$ cat src/rtl/error_matrix_sampler_pkg.sv
// Shared constants for the error-matrix sampler.
// Holds the matrix geometry per security level, the level encodings, the FSM state type
// and the CDF tables used by the sample stage.
package error_matrix_sampler_pkg;

    localparam int unsigned SampleInSize = 16;
    localparam int unsigned L5WidthQ     = 16;
    localparam int unsigned FrodoNbar    = 8;

    localparam int unsigned L1N = 640;
    localparam int unsigned L3N = 976;
    localparam int unsigned L5N = 1344;

    localparam int unsigned L1Total = L1N * FrodoNbar;  // 5120
    localparam int unsigned L3Total = L3N * FrodoNbar;  // 7808
    localparam int unsigned L5Total = L5N * FrodoNbar;  // 10752

    localparam logic [2:0] SecL1 = 3'd1;
    localparam logic [2:0] SecL3 = 3'd3;
    localparam logic [2:0] SecL5 = 3'd5;

    typedef enum logic [1:0] {
        StIdle,
        StRun,
        StDone
    } state_e;

    // Cumulative distribution tables; the last entry is never compared against.
    localparam int unsigned CdfL1Len = 13;
    localparam int unsigned CdfL3Len = 11;
    localparam int unsigned CdfL5Len = 7;

    localparam logic [14:0] CdfL1 [CdfL1Len] = '{
        15'd4643, 15'd13363, 15'd20579, 15'd25843, 15'd29227, 15'd31145, 15'd32103,
        15'd32525, 15'd32689, 15'd32745, 15'd32762, 15'd32766, 15'd32767
    };
    localparam logic [14:0] CdfL3 [CdfL3Len] = '{
        15'd5638, 15'd15915, 15'd23689, 15'd28571, 15'd31116, 15'd32217, 15'd32613,
        15'd32731, 15'd32760, 15'd32766, 15'd32767
    };
    localparam logic [14:0] CdfL5 [CdfL5Len] = '{
        15'd9142, 15'd23462, 15'd30338, 15'd32361, 15'd32725, 15'd32765, 15'd32767
    };

    // Unknown encodings fall back to L1.
    function automatic logic [2:0] norm_level(input logic [2:0] lvl);
        case (lvl)
            SecL3:   return SecL3;
            SecL5:   return SecL5;
            default: return SecL1;
        endcase
    endfunction

    function automatic int unsigned rows_for_level(input logic [2:0] lvl);
        case (norm_level(lvl))
            SecL3:   return L3N;
            SecL5:   return L5N;
            default: return L1N;
        endcase
    endfunction

endpackage

$ cat src/rtl/error_matrix_sampler_sample.sv
// Combinational error sampler.
// Maps a 16-bit random value r to a signed error element: bit 0 is the sign, bits 15:1 are
// compared against the level's CDF table and the magnitude is the number of entries exceeded.
// Ports:
//   i_r          random input value
//   i_sec_level  security level (1/3/5, anything else treated as 1)
//   o_e_16       two's-complement error element
module sample
    import error_matrix_sampler_pkg::*;
(
    input  logic [SampleInSize-1:0] i_r,
    input  logic [2:0]              i_sec_level,
    output logic [L5WidthQ-1:0]     o_e_16
);

    logic [SampleInSize-2:0] t;
    logic [3:0]              mag_l1;
    logic [3:0]              mag_l3;
    logic [3:0]              mag_l5;
    logic [3:0]              mag;
    logic [L5WidthQ-1:0]     mag_ext;

    assign t = i_r[SampleInSize-1:1];

    always_comb begin
        mag_l1 = '0;
        mag_l3 = '0;
        mag_l5 = '0;
        for (int i = 0; i < CdfL1Len - 1; i++) begin
            mag_l1 = mag_l1 + {3'b000, (t > CdfL1[i])};
        end
        for (int i = 0; i < CdfL3Len - 1; i++) begin
            mag_l3 = mag_l3 + {3'b000, (t > CdfL3[i])};
        end
        for (int i = 0; i < CdfL5Len - 1; i++) begin
            mag_l5 = mag_l5 + {3'b000, (t > CdfL5[i])};
        end
        case (i_sec_level)
            SecL3:   mag = mag_l3;
            SecL5:   mag = mag_l5;
            default: mag = mag_l1;
        endcase
        mag_ext = {{(L5WidthQ - 4){1'b0}}, mag};
        o_e_16  = i_r[0] ? (-mag_ext) : mag_ext;
    end

endmodule

$ cat src/rtl/error_matrix_sampler.sv
// Error-matrix sampler front end.
// Accepts 64-bit random words over valid/ready, splits each into four 16-bit lanes
// (lane 0 = bits 15:0 first), samples one lane per cycle and writes the resulting element to
// the error-matrix RAM in row-major order until n x NBAR elements are written.
// Ports:
//   i_clk, i_rst   clock, synchronous active-high reset
//   i_start        start request, honoured only when idle
//   i_sec_level    security level latched at start
//   i_valid/i_data input word stream; o_ready accepts a word
//   o_wr_en/o_wr_addr/o_wr_data  registered RAM write port
//   o_busy         high from the accepted start until the done pulse
//   o_done         one-cycle completion pulse, the cycle after the last write
module error_matrix_sampler
    import error_matrix_sampler_pkg::*;
#(
    parameter int unsigned WORD_W = 64,
    parameter int unsigned ADDR_W = 14,
    parameter int unsigned NBAR   = 8
) (
    input  logic                i_clk,
    input  logic                i_rst,
    input  logic                i_start,
    input  logic [2:0]          i_sec_level,
    input  logic                i_valid,
    input  logic [WORD_W-1:0]   i_data,
    output logic                o_ready,
    output logic                o_wr_en,
    output logic [ADDR_W-1:0]   o_wr_addr,
    output logic [L5WidthQ-1:0] o_wr_data,
    output logic                o_busy,
    output logic                o_done
);

    state_e                  state_q;
    logic [2:0]              level_q;
    logic [ADDR_W-1:0]       total_q;
    logic [ADDR_W-1:0]       cnt_q;
    logic [WORD_W-1:0]       buf_q;
    logic [1:0]              lane_q;
    logic                    full_q;

    logic                    last_elem;
    logic                    accept;
    logic [SampleInSize-1:0] lane_r;
    logic [L5WidthQ-1:0]     e_16;

    // cnt_q is the index of the element currently presented in lane_q.
    assign last_elem = (cnt_q == total_q - 1'b1);

    // Refill on the last lane keeps the stream bubble-free; no refill once the final word
    // has been taken.
    assign o_ready = (state_q == StRun) && (!full_q || ((lane_q == 2'd3) && !last_elem));
    assign accept  = i_valid && o_ready;

    always_comb begin
        unique case (lane_q)
            2'd0: lane_r = buf_q[0 +: SampleInSize];
            2'd1: lane_r = buf_q[SampleInSize +: SampleInSize];
            2'd2: lane_r = buf_q[2 * SampleInSize +: SampleInSize];
            2'd3: lane_r = buf_q[3 * SampleInSize +: SampleInSize];
            default: lane_r = '0;
        endcase
    end

    sample u_sample (
        .i_r         (lane_r),
        .i_sec_level (level_q),
        .o_e_16      (e_16)
    );

    always_ff @(posedge i_clk) begin
        if (i_rst) begin
            state_q   <= StIdle;
            level_q   <= SecL1;
            total_q   <= '0;
            cnt_q     <= '0;
            buf_q     <= '0;
            lane_q    <= '0;
            full_q    <= 1'b0;
            o_wr_en   <= 1'b0;
            o_wr_addr <= '0;
            o_wr_data <= '0;
            o_busy    <= 1'b0;
            o_done    <= 1'b0;
        end else begin
            o_wr_en <= 1'b0;
            o_done  <= 1'b0;
            unique case (state_q)
                StIdle: begin
                    if (i_start) begin
                        level_q <= norm_level(i_sec_level);
                        total_q <= ADDR_W'(rows_for_level(i_sec_level) * NBAR);
                        cnt_q   <= '0;
                        lane_q  <= '0;
                        full_q  <= 1'b0;
                        o_busy  <= 1'b1;
                        state_q <= StRun;
                    end
                end
                StRun: begin
                    if (full_q) begin
                        o_wr_en   <= 1'b1;
                        o_wr_addr <= cnt_q;
                        o_wr_data <= e_16;
                        cnt_q     <= cnt_q + 1'b1;
                        if (last_elem) begin
                            full_q  <= 1'b0;
                            state_q <= StDone;
                        end else if (lane_q == 2'd3) begin
                            if (accept) begin
                                buf_q  <= i_data;
                                lane_q <= '0;
                            end else begin
                                full_q <= 1'b0;
                            end
                        end else begin
                            lane_q <= lane_q + 2'd1;
                        end
                    end else if (accept) begin
                        buf_q  <= i_data;
                        lane_q <= '0;
                        full_q <= 1'b1;
                    end
                end
                StDone: begin
                    // Last write is visible during this state; the pulse follows it.
                    o_done  <= 1'b1;
                    o_busy  <= 1'b0;
                    state_q <= StIdle;
                end
                default: state_q <= StIdle;
            endcase
        end
    end

endmodule

$ cat config.mk
export PLATFORM = sky130hd
export DESIGN_NAME = error_matrix_sampler
export DESIGN_NICKNAME = d
export VERILOG_FILES = /design/src/rtl/error_matrix_sampler_pkg.sv /design/src/rtl/error_matrix_sampler_sample.sv /design/src/rtl/error_matrix_sampler.sv
export SDC_FILE = /design/constraint.sdc
export NUM_CORES = 1
export LEC_CHECK = 0
export ABC_AREA = 1
export BUFFER_PORTS_ARGS = -buffer_cell sky130_fd_sc_hd__buf_4
export CORE_ASPECT_RATIO = 0.75
export CORE_MARGIN = 4
export CORE_UTILIZATION = 45
export DETAILED_ROUTE_END_ITERATION = 10
export PLACE_DENSITY_LB_ADDON = 0.12
export SYNTH_ARGS = -nofsm -noshare
export SYNTH_HDL_FRONTEND = slang
export SYNTH_SLANG_ARGS = --single-unit
$ cat constraint.sdc
create_clock -name i_clk -period 12.6 [get_ports i_clk]
set_clock_uncertainty 0.2 [all_clocks]
set_input_delay 0 -clock i_clk [delete_from_list [all_inputs] [get_ports i_clk]]
set_output_delay 0 -clock i_clk [all_outputs]
set_load 0.005 [all_outputs]
==> flow_summary.yaml <==
status:
  run_status: "finished clean"
timing:
  fin_crit_sh_pct: 56.3
  setup-tns-final_ns: 0
  relSlewSlack_pct: 38.0
  worst_pin_slew_ns: 0.930
  rsz0062_at_grt: "false"
  slew_viol_final: 0
  timing.final.hold_violations: 0
  fin_ws_ns: 5.51
  final_period_minus_worst_setup_slack_ns: 7.09
  clock.fmax_mhz: 141
  setup_viol_count_final: 0
clock_network:
  cts.repair.resized: 0
  cts_tree: "yes"
  numClockSinks: 112
  cts_clk_pin_slew_worst_paths_ns: 0.09
  max-clock-path-buffers: 2
  clock-root-buffer: "sky130_fd_sc_hd__clkbuf_16"
  ctsHtreeMaxLevel: 3
  numCtsBuffers: 9
  clock_latency_ns: 0.36
  post_cts_buffers: 0
placement:
  detailedPlacementHpwl_um: 18100
  replace_congestion: 1.01
  post-place-ws_ns: 5.60
  port-buffer-count: 104
  numPlacedInstances: 1480
min_path:
  holdPathStages: 4
  worst_hold_path_type: "in2reg"
yosys:
  synth_top_area_share_pct: 29.9
  ys_warn_count: 0
  yosysTopAreaCell: "sky130_fd_sc_hd__dfxtp_1"
  synth-seq-area-share_pct: 29.9
  post_synth_edffs: 0
  synth_fp_nets: 1314
  syn_area_um2: 7500
  synth_cell_type_count: 46
  synthCells: 1207
  yosysMostFrequentCell: "sky130_fd_sc_hd__nand2_1"
  ys_seq_elements: 112
  synth.area.top_cells: "sky130_fd_sc_hd__dfxtp_1 30%, sky130_fd_sc_hd__nand2_1 17%, sky130_fd_sc_hd__nor2_1 13%"
  synthFlopType: "sky130_fd_sc_hd__dfxtp_1"
  synthArstFlopShare_pct: 0
  synth.avg_cell_area_um2: 6.22
  ys_top_cells_by_count: "331 x sky130_fd_sc_hd__nand2_1, 262 x sky130_fd_sc_hd__nor2_1, 153 x sky130_fd_sc_hd__inv_1"
global_route:
  total_global_routing_overflow: 0
  via_count_of_the_first_global_routing_pass: 7342
  wire_length_of_the_first_global_routing_pass_um: 39100
  pin_count_of_the_biggest_net_entering_global_routing: 87
  grt_use_total_pct: 26.0
  initial_antenna_violation_count: 0
power_and_ir_drop:
  power.total_w: 0.000866
  switching_share_pct: 32.1
  power_frac_comb_pct: 22.0
  power.density_cell_area_nw_per_um2: 92.9
  seqPwrFrac_pct: 43.9
  power_leakage_nw: 4.46
  internal_power_w: 0.000588
  total_switching_power_w: 0.000278
  vdd.ir_drop.worst_v: 0.0000649
  share_of_total_power_in_the_clock_network_pct: 34.1
die:
  fp-row-count: 40
  floorplan.die.width_um: 157
  dieHeight_um: 120
  floorplan.io_pins: 105
  placeableCoreArea_um2: 16200
  initial_utilization_pct: 46.4
  die-area_um2: 18800
critical_path:
  cpPeakStageDelay_ns: 0.60
  crit_cells: 26
  critical_path_peak_fanout: 29
  critPathLaunchType: "flip-flop"
  timing_worst_setup_path_type: "reg2reg"
  worst_setup_path_end_kind: "flip-flop"
  cp.buffers_inverters: 5
  number_of_cell_instances_on_the_worst_register_to_register_path: 26
  crit_slowest_cell: "sky130_fd_sc_hd__ha_1"
  critical_path_arrival_ns: 7.15
  path_delay_family: "adder cells"
  worst_ep_required_time_ns: 12.66
drt:
  drt_wl_total_um: 24100
  wire_per_inst_um: 15.4
  route.detailed.vias_per_inst: 5.05
  ant_nets: 0
  total_via_count_in_the_routed_design: 7916
  drc: 0
  drt-initial-drc-count: 771
  dr.pass1.iters: 5
layout:
  layout.nets: 1460
  final_util_pct: 57.6
  synthesis_to_finish_area_growth_pct: 24.2
  n_diodes: 0
  share_of_layout_cells_above_drive_strength_1_pct: 13.1
  final-instance-count-excl-fill: 1568
run:
  cap_viol_max_count: 0
==> power groups by stage <==
stage | registers [W] | clock network [W] | logic, W
floorplan | 0.000386 | 0 | 0.000116
global placement | 0.000389 | 0 | 0.000171
detailed placement | 0.000389 | 0 | 0.000168
CTS | 0.000380 | 0.000304 | 0.000187
global route | 0.000383 | 0.000317 | 0.000214
finish | 0.000380 | 0.000295 | 0.000190
==> timing repair <==
| item | CTS | global route |
|---|---|---|
| endpoints found under the setup margin | 0 | 0 |
| hold endpoints to repair | 82 | 0 |
| hold buffers | 72 | 0 |
==> area by class of cell <==
cell class,count,area [um^2]
Multi-Input combinational cell,888,4370
Clock buffer,9,225
Sequential cell,112,2240
Fill cell,1609,6850
Clock inverter,7,80.1
Tap cell,210,263
Inverter,162,608
Timing Repair Buffer,180,1530
==> layout by cell type (no fill, tap or decap), drive strengths merged, types with 3 or more instances in the layout <==
cell,instances
o21ai,64
nand3,54
nand4,10
dfxtp,112
a21oi,62
o22ai,13
nor3,17
fa,16
inv,166
clkinv,3
dlygate4sd3,72
clkbuf,9
a31oi,3
ha,20
nand2,337
nor2,275
buf,108
==> worst min-delay path: stages <==
cell                            delay (ns)
sky130_fd_sc_hd__dlygate4sd3_1        0.52
sky130_fd_sc_hd__buf_4                0.10
sky130_fd_sc_hd__nor2_1               0.03
sky130_fd_sc_hd__nor2_1               0.08
==> per-layer routing <==
layer | vias to the layer above | wire [um] | GRT usage (%)
met3 | 23 | 2090 | 6.60
met2 | 269 | 9940 | 37.2
met4 | 0 | 378 | 6.02
met1 | 3598 | 11700 | 39.1
met5 | - | 0 | 0
li1 | 4026 | - | -
==> state kept, by name, indices dropped and copies added, names as in the netlist <==
| register | flops |
|---|---|
| level_q | 2 |
| o_done | 1 |
| cnt_q | 14 |
| buf_q | 64 |
| state_q | 2 |
| total_q | 3 |
| o_wr_data | 7 |
| o_wr_addr | 14 |
| o_busy | 1 |
| full_q | 1 |
| o_wr_en | 1 |
| lane_q | 2 |
==> stage by stage <==
step                area (um^2)  hold slack, ns
floorplan                  7500          -0.120
CTS                        9320           0.180
detailed placement         8290          0.0252
finish                     9320           0.196
global route               9320           0.217
global placement           8290          0.0210
==> logic make-up after synthesis <==
kind of cell             synth area share (%)
flip-flops                               29.9
adder cells (fa/ha/maj)                  7.60
AO/OA/AOI/OAI                            12.3
buffers and inverters                    11.9
XOR/XNOR                                0.233
AND/OR/NAND/NOR                          38.0
==> final timing paths <==
kind / startpoint / end / slack (ns)
max reg2reg: lane_q[0]$_SDFFE_PP0P_ / o_wr_data[2]$_SDFFE_PP0P_ / 5.51
min reg2reg: cnt_q[4]$_SDFFE_PP0P_ / cnt_q[4]$_SDFFE_PP0P_ / 0.29
min: i_data[38] / buf_q[38]$_SDFFE_PP0P_ / 0.20
max: lane_q[0]$_SDFFE_PP0P_ / o_wr_data[2]$_SDFFE_PP0P_ / 5.51
Note: power is estimated with default switching activity, not from simulation.
